--- config.mk ---
export PLATFORM = sky130hd
export DESIGN_NAME = world_map_arb_flat
export DESIGN_NICKNAME = d
export VERILOG_FILES = /design/src/rtl/world_map_arb_if.sv /design/src/rtl/world_map_arb.sv /design/src/flat_wrapper.sv
export SDC_FILE = /design/constraint.sdc
export NUM_CORES = 1
export LEC_CHECK = 0
export BUFFER_PORTS_ARGS = -buffer_cell sky130_fd_sc_hd__buf_2
export CAP_MARGIN = 20
export CORE_UTILIZATION = 54
export CTS_BUF_LIST = sky130_fd_sc_hd__clkbuf_16
export DETAILED_ROUTE_END_ITERATION = 8
export MAX_ROUTING_LAYER = met4
export PLACE_DENSITY = 0.85
export SLEW_MARGIN = 20
export SYNTH_ARGS = -nofsm -noshare
export SYNTH_HDL_FRONTEND = slang
export SYNTH_SLANG_ARGS = --single-unit
--- constraint.sdc ---
create_clock -name clk -period 2.6 [get_ports clk]
set_input_delay 0.26 -clock clk [delete_from_list [all_inputs] [get_ports clk]]
set_output_delay 0.26 -clock clk [all_outputs]
set_load 0.1 [all_outputs]
--- src/rtl/world_map_arb_if.sv ---
// Signal bundle between the world map arbiter, the bot register block,
// the video scanner and the map memory.
interface world_map_arb_if;
    logic [7:0]  bot_x;
    logic [7:0]  bot_y;
    logic [1:0]  bot_val;
    logic        bot_busy;
    logic        vid_req;
    logic [6:0]  vid_x;
    logic [6:0]  vid_y;
    logic        vid_ack;
    logic [1:0]  vid_val;
    logic        vid_valid;
    logic        mem_rd;
    logic [13:0] mem_addr;
    logic [1:0]  mem_data;

    modport slave (
        input  bot_x, bot_y, vid_req, vid_x, vid_y, mem_data,
        output bot_val, bot_busy, vid_ack, vid_val, vid_valid, mem_rd, mem_addr
    );

    modport master (
        output bot_x, bot_y, vid_req, vid_x, vid_y, mem_data,
        input  bot_val, bot_busy, vid_ack, vid_val, vid_valid, mem_rd, mem_addr
    );
endinterface

--- src/rtl/world_map_arb.sv ---
// Shares the single-port world map between BOT lookups (priority, bounded latency)
// and a req/ack video scanner, with a wait counter that forces video grants.
module world_map_arb #(
    parameter int         MEM_LAT      = 1,
    parameter int         VID_MAX_WAIT = 4,
    parameter logic [1:0] OOB_VAL      = 2'b11
) (
    input  logic           clk,
    input  logic           reset,
    world_map_arb_if.slave bus
);
    localparam int            WW       = (VID_MAX_WAIT < 1) ? 1 : $clog2(VID_MAX_WAIT + 1);
    localparam logic [WW-1:0] WAIT_MAX = WW'(VID_MAX_WAIT);
    localparam logic          OWN_BOT  = 1'b0;
    localparam logic          OWN_VID  = 1'b1;

    typedef struct packed {
        logic valid;
        logic owner;
        logic gen;
    } tag_t;

    logic [7:0]       sh_x, sh_y;
    logic             bot_pend, gen;
    logic [WW-1:0]    vid_wait;
    tag_t [MEM_LAT:0] tag_pipe, tag_nxt;
    tag_t             tag_out, push;
    logic             bot_chg, gen_nxt, bot_oob, vid_force, grant_bot, grant_vid;
    logic             bot_busy_c;
    logic             mem_rd_q, vid_ack_q, vid_valid_q;
    logic [13:0]      mem_addr_q;
    logic [1:0]       bot_val_q, vid_val_q;

    always_comb begin
        bot_chg   = (bus.bot_x != sh_x) || (bus.bot_y != sh_y);
        gen_nxt   = gen ^ bot_chg;
        bot_oob   = sh_x[7] | sh_y[7];
        vid_force = bus.vid_req && (vid_wait == WAIT_MAX);
        grant_bot = bot_pend && !vid_force;
        grant_vid = bus.vid_req && !grant_bot;
        tag_out   = tag_pipe[MEM_LAT];
    end

    // A newly accepted coordinate also kills every BOT tag still in flight, so a
    // 1-bit generation cannot alias across two quick coordinate changes.
    always_comb begin
        push = '0;
        if (grant_vid)
            push = '{valid: 1'b1, owner: OWN_VID, gen: gen};
        else if (grant_bot && !bot_oob)
            push = '{valid: 1'b1, owner: OWN_BOT, gen: gen};
        tag_nxt[0] = push;
        for (int i = 1; i <= MEM_LAT; i++)
            tag_nxt[i] = tag_pipe[i-1];
        if (bot_chg) begin
            for (int i = 0; i <= MEM_LAT; i++)
                if (tag_nxt[i].owner == OWN_BOT)
                    tag_nxt[i].valid = 1'b0;
        end
    end

    always_comb begin
        bot_busy_c = bot_pend;
        for (int i = 0; i <= MEM_LAT; i++)
            if (tag_pipe[i].valid && tag_pipe[i].owner == OWN_BOT)
                bot_busy_c = 1'b1;
    end

    always_ff @(posedge clk or negedge reset) begin
        if (!reset) begin
            sh_x        <= '0;
            sh_y        <= '0;
            gen         <= 1'b0;
            bot_pend    <= 1'b1;
            vid_wait    <= '0;
            tag_pipe    <= '0;
            mem_rd_q    <= 1'b0;
            mem_addr_q  <= '0;
            bot_val_q   <= '0;
            vid_ack_q   <= 1'b0;
            vid_val_q   <= '0;
            vid_valid_q <= 1'b0;
        end else begin
            if (bot_chg) begin
                sh_x <= bus.bot_x;
                sh_y <= bus.bot_y;
            end
            gen      <= gen_nxt;
            bot_pend <= bot_chg || (bot_pend && !grant_bot);
            tag_pipe <= tag_nxt;

            if (grant_vid || !bus.vid_req)
                vid_wait <= '0;
            else if (vid_wait != WAIT_MAX)
                vid_wait <= vid_wait + 1'b1;

            vid_ack_q <= grant_vid;
            mem_rd_q  <= 1'b0;
            if (grant_vid) begin
                mem_rd_q   <= 1'b1;
                mem_addr_q <= {bus.vid_y, bus.vid_x};
            end else if (grant_bot && !bot_oob) begin
                mem_rd_q   <= 1'b1;
                mem_addr_q <= {sh_y[6:0], sh_x[6:0]};
            end

            // Compare against the post-edge generation so a coordinate accepted
            // on this same edge already suppresses the older result.
            vid_valid_q <= 1'b0;
            if (tag_out.valid) begin
                if (tag_out.owner == OWN_VID) begin
                    vid_val_q   <= bus.mem_data;
                    vid_valid_q <= 1'b1;
                end else if (tag_out.gen == gen_nxt) begin
                    bot_val_q <= bus.mem_data;
                end
            end
            if (grant_bot && bot_oob)
                bot_val_q <= OOB_VAL;
        end
    end

    assign bus.bot_val   = bot_val_q;
    assign bus.bot_busy  = bot_busy_c;
    assign bus.vid_ack   = vid_ack_q;
    assign bus.vid_val   = vid_val_q;
    assign bus.vid_valid = vid_valid_q;
    assign bus.mem_rd    = mem_rd_q;
    assign bus.mem_addr  = mem_addr_q;
endmodule

--- src/flat_wrapper.sv ---
// flat-port wrapper written by rule: the top's interface ports become plain ports
module world_map_arb_flat 
#(
    parameter int         MEM_LAT      = 1,
    parameter int         VID_MAX_WAIT = 4,
    parameter logic [1:0] OOB_VAL      = 2'b11
)
  (clk, reset, bus_bot_x, bus_bot_y, bus_vid_req, bus_vid_x, bus_vid_y, bus_mem_data, bus_bot_val, bus_bot_busy, bus_vid_ack, bus_vid_val, bus_vid_valid, bus_mem_rd, bus_mem_addr);
  world_map_arb_if bus_i ();
  input  logic clk;
  input  logic reset;
  input wire logic [$bits(bus_i.bot_x)-1:0] bus_bot_x;
  input wire logic [$bits(bus_i.bot_y)-1:0] bus_bot_y;
  input wire logic [$bits(bus_i.vid_req)-1:0] bus_vid_req;
  input wire logic [$bits(bus_i.vid_x)-1:0] bus_vid_x;
  input wire logic [$bits(bus_i.vid_y)-1:0] bus_vid_y;
  input wire logic [$bits(bus_i.mem_data)-1:0] bus_mem_data;
  output wire logic [$bits(bus_i.bot_val)-1:0] bus_bot_val;
  output wire logic [$bits(bus_i.bot_busy)-1:0] bus_bot_busy;
  output wire logic [$bits(bus_i.vid_ack)-1:0] bus_vid_ack;
  output wire logic [$bits(bus_i.vid_val)-1:0] bus_vid_val;
  output wire logic [$bits(bus_i.vid_valid)-1:0] bus_vid_valid;
  output wire logic [$bits(bus_i.mem_rd)-1:0] bus_mem_rd;
  output wire logic [$bits(bus_i.mem_addr)-1:0] bus_mem_addr;
  assign bus_i.bot_x = bus_bot_x;
  assign bus_i.bot_y = bus_bot_y;
  assign bus_i.vid_req = bus_vid_req;
  assign bus_i.vid_x = bus_vid_x;
  assign bus_i.vid_y = bus_vid_y;
  assign bus_i.mem_data = bus_mem_data;
  assign bus_bot_val = bus_i.bot_val;
  assign bus_bot_busy = bus_i.bot_busy;
  assign bus_vid_ack = bus_i.vid_ack;
  assign bus_vid_val = bus_i.vid_val;
  assign bus_vid_valid = bus_i.vid_valid;
  assign bus_mem_rd = bus_i.mem_rd;
  assign bus_mem_addr = bus_i.mem_addr;
  world_map_arb #(.MEM_LAT(MEM_LAT), .VID_MAX_WAIT(VID_MAX_WAIT), .OOB_VAL(OOB_VAL)) u_core (.clk(clk), .reset(reset), .bus(bus_i));
endmodule
==> results_dict.tcl <==
set metrics [dict create \
    status "complete, but fails checks" \
    violations "negative hold slack" \
    grt_pass1_vias 1376 \
    wirelength_um 3603 \
    hold_path_class "in -> async" \
    post_synth_inst_count 170 \
    post_cts_resized 0 \
    drt_first_iter_violations 67 \
    finalHoldWorstSlack_ns -0.03854 \
    reg2reg_from "u_core.bot_pend" \
    routed_via_density 5.038 \
    drc 0 \
    timing.final.max_slew_violations 0 \
    tritoncts_num_sinks 47 \
    antenna_violating_nets_remaining 0 \
    synth_enable_flop_cells 0 \
    ys_dominant_reg_cell "sky130_fd_sc_hd__dfrtp_1" \
    post_synth_instance_area_sq_um 1951 \
    drt-wirelength-per-cell_um 13.75 \
    total_switching_power_w 0.0006360 \
    ys.warnings.count 0 \
    floorplan.die_area_sq_um 3856 \
    total_area_of_multi_input_combinational_cells_sq_um 680.7 \
    diodes 0 \
    cts.hold.buffers_added 0 \
    grt_remaining_overflow 0 \
    crit_path_start_kind "flop" \
    nFillCells 249 \
    clock_path_buffers 2 \
    postCtsSetupBuffers 0 \
    cts_tree "yes" \
    global_route.usage.total_pct 21.19 \
    die_x_extent_um 62.10 \
    cts_h_tree_depth 2 \
    leakagePower_nw 1.207 \
    grt_max_degree 48 \
    combinationalPowerShare_pct 23.8 \
    sequentialPowerShare_pct 43.8 \
    grt_pass1_wl_um 5982 \
    tns_ns 0 \
    seq_area_sq_um 1177 \
    irDropWorstVdd_uv 597.9 \
    async_reset_ff_share_pct 100.0 \
    finalHoldViolations 46 \
    dr.pass1.iters 5 \
    crit_end "u_core.bus.mem_addr[12]" \
    top_level_ports 57 \
    final_nets 252 \
    core_area_sq_um 3390 \
    power.density_nw_per_um2 784.2 \
    routed-via-count 1320 \
    buffers_added_on_ports 56 \
    clkLatencyLatePin_ns 0.28 \
    max_slew.worst_pin.slew_ns 0.5864 \
    power_switching_share_pct 34.17 \
    numCtsBuffers 5 \
    critPathMaxFanout 30 \
    rrSetupSlack_ns 0.76 \
    rsz_0062_raised_after_global_routing "no" \
    ys_seq_elements 47 \
    layout_worst_path_cycle_share_pct 70.77 \
    cts.clk_slew.worst_paths_ns 0.06 \
    slew_headroom_pct 60.72 \
    final_period_minus_worst_setup_slack_ns 1.840 \
    area_growth_pct 21.68 \
    die-height_um 62.10 \
    max_freq_mhz 543.5 \
    crit_start "u_core.bot_pend" \
    timing.max_cap.violations 0 \
    seq_area_frac_synth_pct 60.36 \
    final.setup_skew_ns 0.005204 \
    clockPowerShare_pct 32.4 \
    row_count 21 \
    gpl.final_weighted_congestion 0.7973 \
    avg_cell_area_syn_sq_um 11.47 \
    timing.critical_path.arrival_ns 1.99 \
    worst-r2r-cell-count 6 \
    grt_antenna_before_repair 0 \
    start_util_pct 57.55 \
    final-setup-viol-count 0 \
    regToRegEndpoint "u_core.bus.mem_addr[12]" \
    cts.root.buffer_cell "sky130_fd_sc_hd__clkbuf_16" \
    synth.distinct_cells 23 \
    worst-setup-path-type "reg -> reg" \
    post-dp-hpwl_um 2515 \
    synth.net_count 207 \
    worst_ep_required_time_ns 2.75 \
    worstSetupEndpointType "flop" \
    internal_power_w 0.001225 \
    drive_above_1_share_pct 32.87 \
]
[per-stage QoR]
stage / instance area [sq um] / util [%] / setup slack (ns) / std cells / power, W
2_1_floorplan: 1951 / - / 0.6629 / 170 / 0.001171
3_3_place_gp: 2230 / 65.78 / 0.8392 / 254 / 0.001263
3_5_place_dp: 2230 / 65.78 / 0.8031 / 254 / 0.001271
4_1_cts: 2371 / 69.95 / 0.7816 / 262 / 0.001875
5_1_grt: 2374 / 70.03 / 0.6613 / 262 / 0.001939
6_report: 2374 / 70.03 / 0.7601 / 262 / 0.001861
[sequential cells by signal (all words and copies together), names as in the netlist]
register,cells
u_core.bot_pend,1
u_core.bus.bot_val,2
u_core.bus.mem_addr,14
u_core.bus.mem_rd,1
u_core.bus.vid_val,2
u_core.bus.vid_valid,1
u_core.gen,1
u_core.sh_x,8
u_core.sh_y,8
u_core.tag_nxt,2
u_core.tag_out,3
u_core.tag_pipe,1
u_core.vid_wait,3
[cells in the mapped netlist, types with 2 or more instances]
master | n | share of area (%)
sky130_fd_sc_hd__ha_1 | 2 | 1.3
sky130_fd_sc_hd__nor2_1 | 22 | 4.2
sky130_fd_sc_hd__mux2i_1 | 17 | 8.7
sky130_fd_sc_hd__clkbuf_1 | 19 | 3.7
sky130_fd_sc_hd__xnor2_1 | 19 | 8.5
sky130_fd_sc_hd__nand2_1 | 6 | 1.2
sky130_fd_sc_hd__a21oi_1 | 15 | 3.8
sky130_fd_sc_hd__dfrtp_1 | 46 | 59
sky130_fd_sc_hd__inv_1 | 5 | 0.96
sky130_fd_sc_hd__nand4_1 | 4 | 1.3
sky130_fd_sc_hd__mux2_2 | 2 | 1.2
sky130_fd_sc_hd__o21ai_0 | 2 | 0.51
[power groups by stage]
stage | clock network, W | logic, W | registers [W]
floorplan | 0 | 0.0000906 | 0.00108
global placement | 0 | 0.000437 | 0.000826
detailed placement | 0 | 0.000444 | 0.000827
CTS | 0.000614 | 0.000445 | 0.000816
global route | 0.000654 | 0.000464 | 0.000820
finish | 0.000603 | 0.000442 | 0.000816
[worst max-delay path: stages, from the launching register on]
cell and delay (ns):
sky130_fd_sc_hd__dfstp_2 0.59, sky130_fd_sc_hd__o21ai_0 0.12, sky130_fd_sc_hd__a31oi_1 0.47, sky130_fd_sc_hd__nor2_2 0.08, sky130_fd_sc_hd__buf_4 0.25, sky130_fd_sc_hd__nor2_1 0.13
sky130_fd_sc_hd__a21oi_1 0.06
[routing by layer]
layer,wire [um],part of all wire (%),vias to the layer above,GRT usage [%]
met2,1841,51,47,35.30
li1,-,-,636,-
met4,16,0.44,0,6.977
met3,206,5.7,2,6.618
met5,0,0,-,-
met1,1539,43,635,24.40
[how the worst min path moves through the flow]
stage               slack, ns  depth (start not counted)                     to
finish                  -0.04                          1  u_core.bus.vid_val[0]
global route             0.02                          1  u_core.bus.bot_val[1]
CTS                       0.1                          1         u_core.sh_x[0]
detailed placement       0.34                          0      u_core.tag_out[0]
global placement         0.34                          0      u_core.tag_out[0]
floorplan               -0.04                          0  u_core.bus.bot_val[0]
[cell families (layout without fill, tap and decap cells)]
family | count (synthesis) | after routing | synth area share, %
compound gates | 20 | 20 | 5.517
mux | 19 | 19 | 9.878
fa+ha+maj | 2 | 2 | 1.283
buf+inv | 25 | 71 | 4.875
xor+xnor | 19 | 19 | 8.531
flops | 47 | 47 | 60.36
simple gates | 38 | 38 | 9.558
[layout make-up]
type / count / share of cell area, %
Inverter: 5 / 0.7907
Timing Repair Buffer: 58 / 12.55
Sequential cell: 47 / 49.60
Tap cell: 46 / 2.425
Multi-Input combinational cell: 98 / 28.68
Clock buffer: 5 / 5.271
Clock inverter: 3 / 0.6853
[cells in the final DEF (no fill, tap or decap), drive strengths merged, types with 2 or more instances in the layout]
cell,Yosys,layout
buf,1,58
dfrtp,46,46
nor2,22,22
xnor2,19,19
mux2i,17,17
a21oi,15,15
nand2,7,7
inv,5,6
clkbuf,19,5
nand4,4,4
o21ai,2,2
mux2,2,2
ha,2,2
No activity file was read; power rests on OpenSTA's default activity.
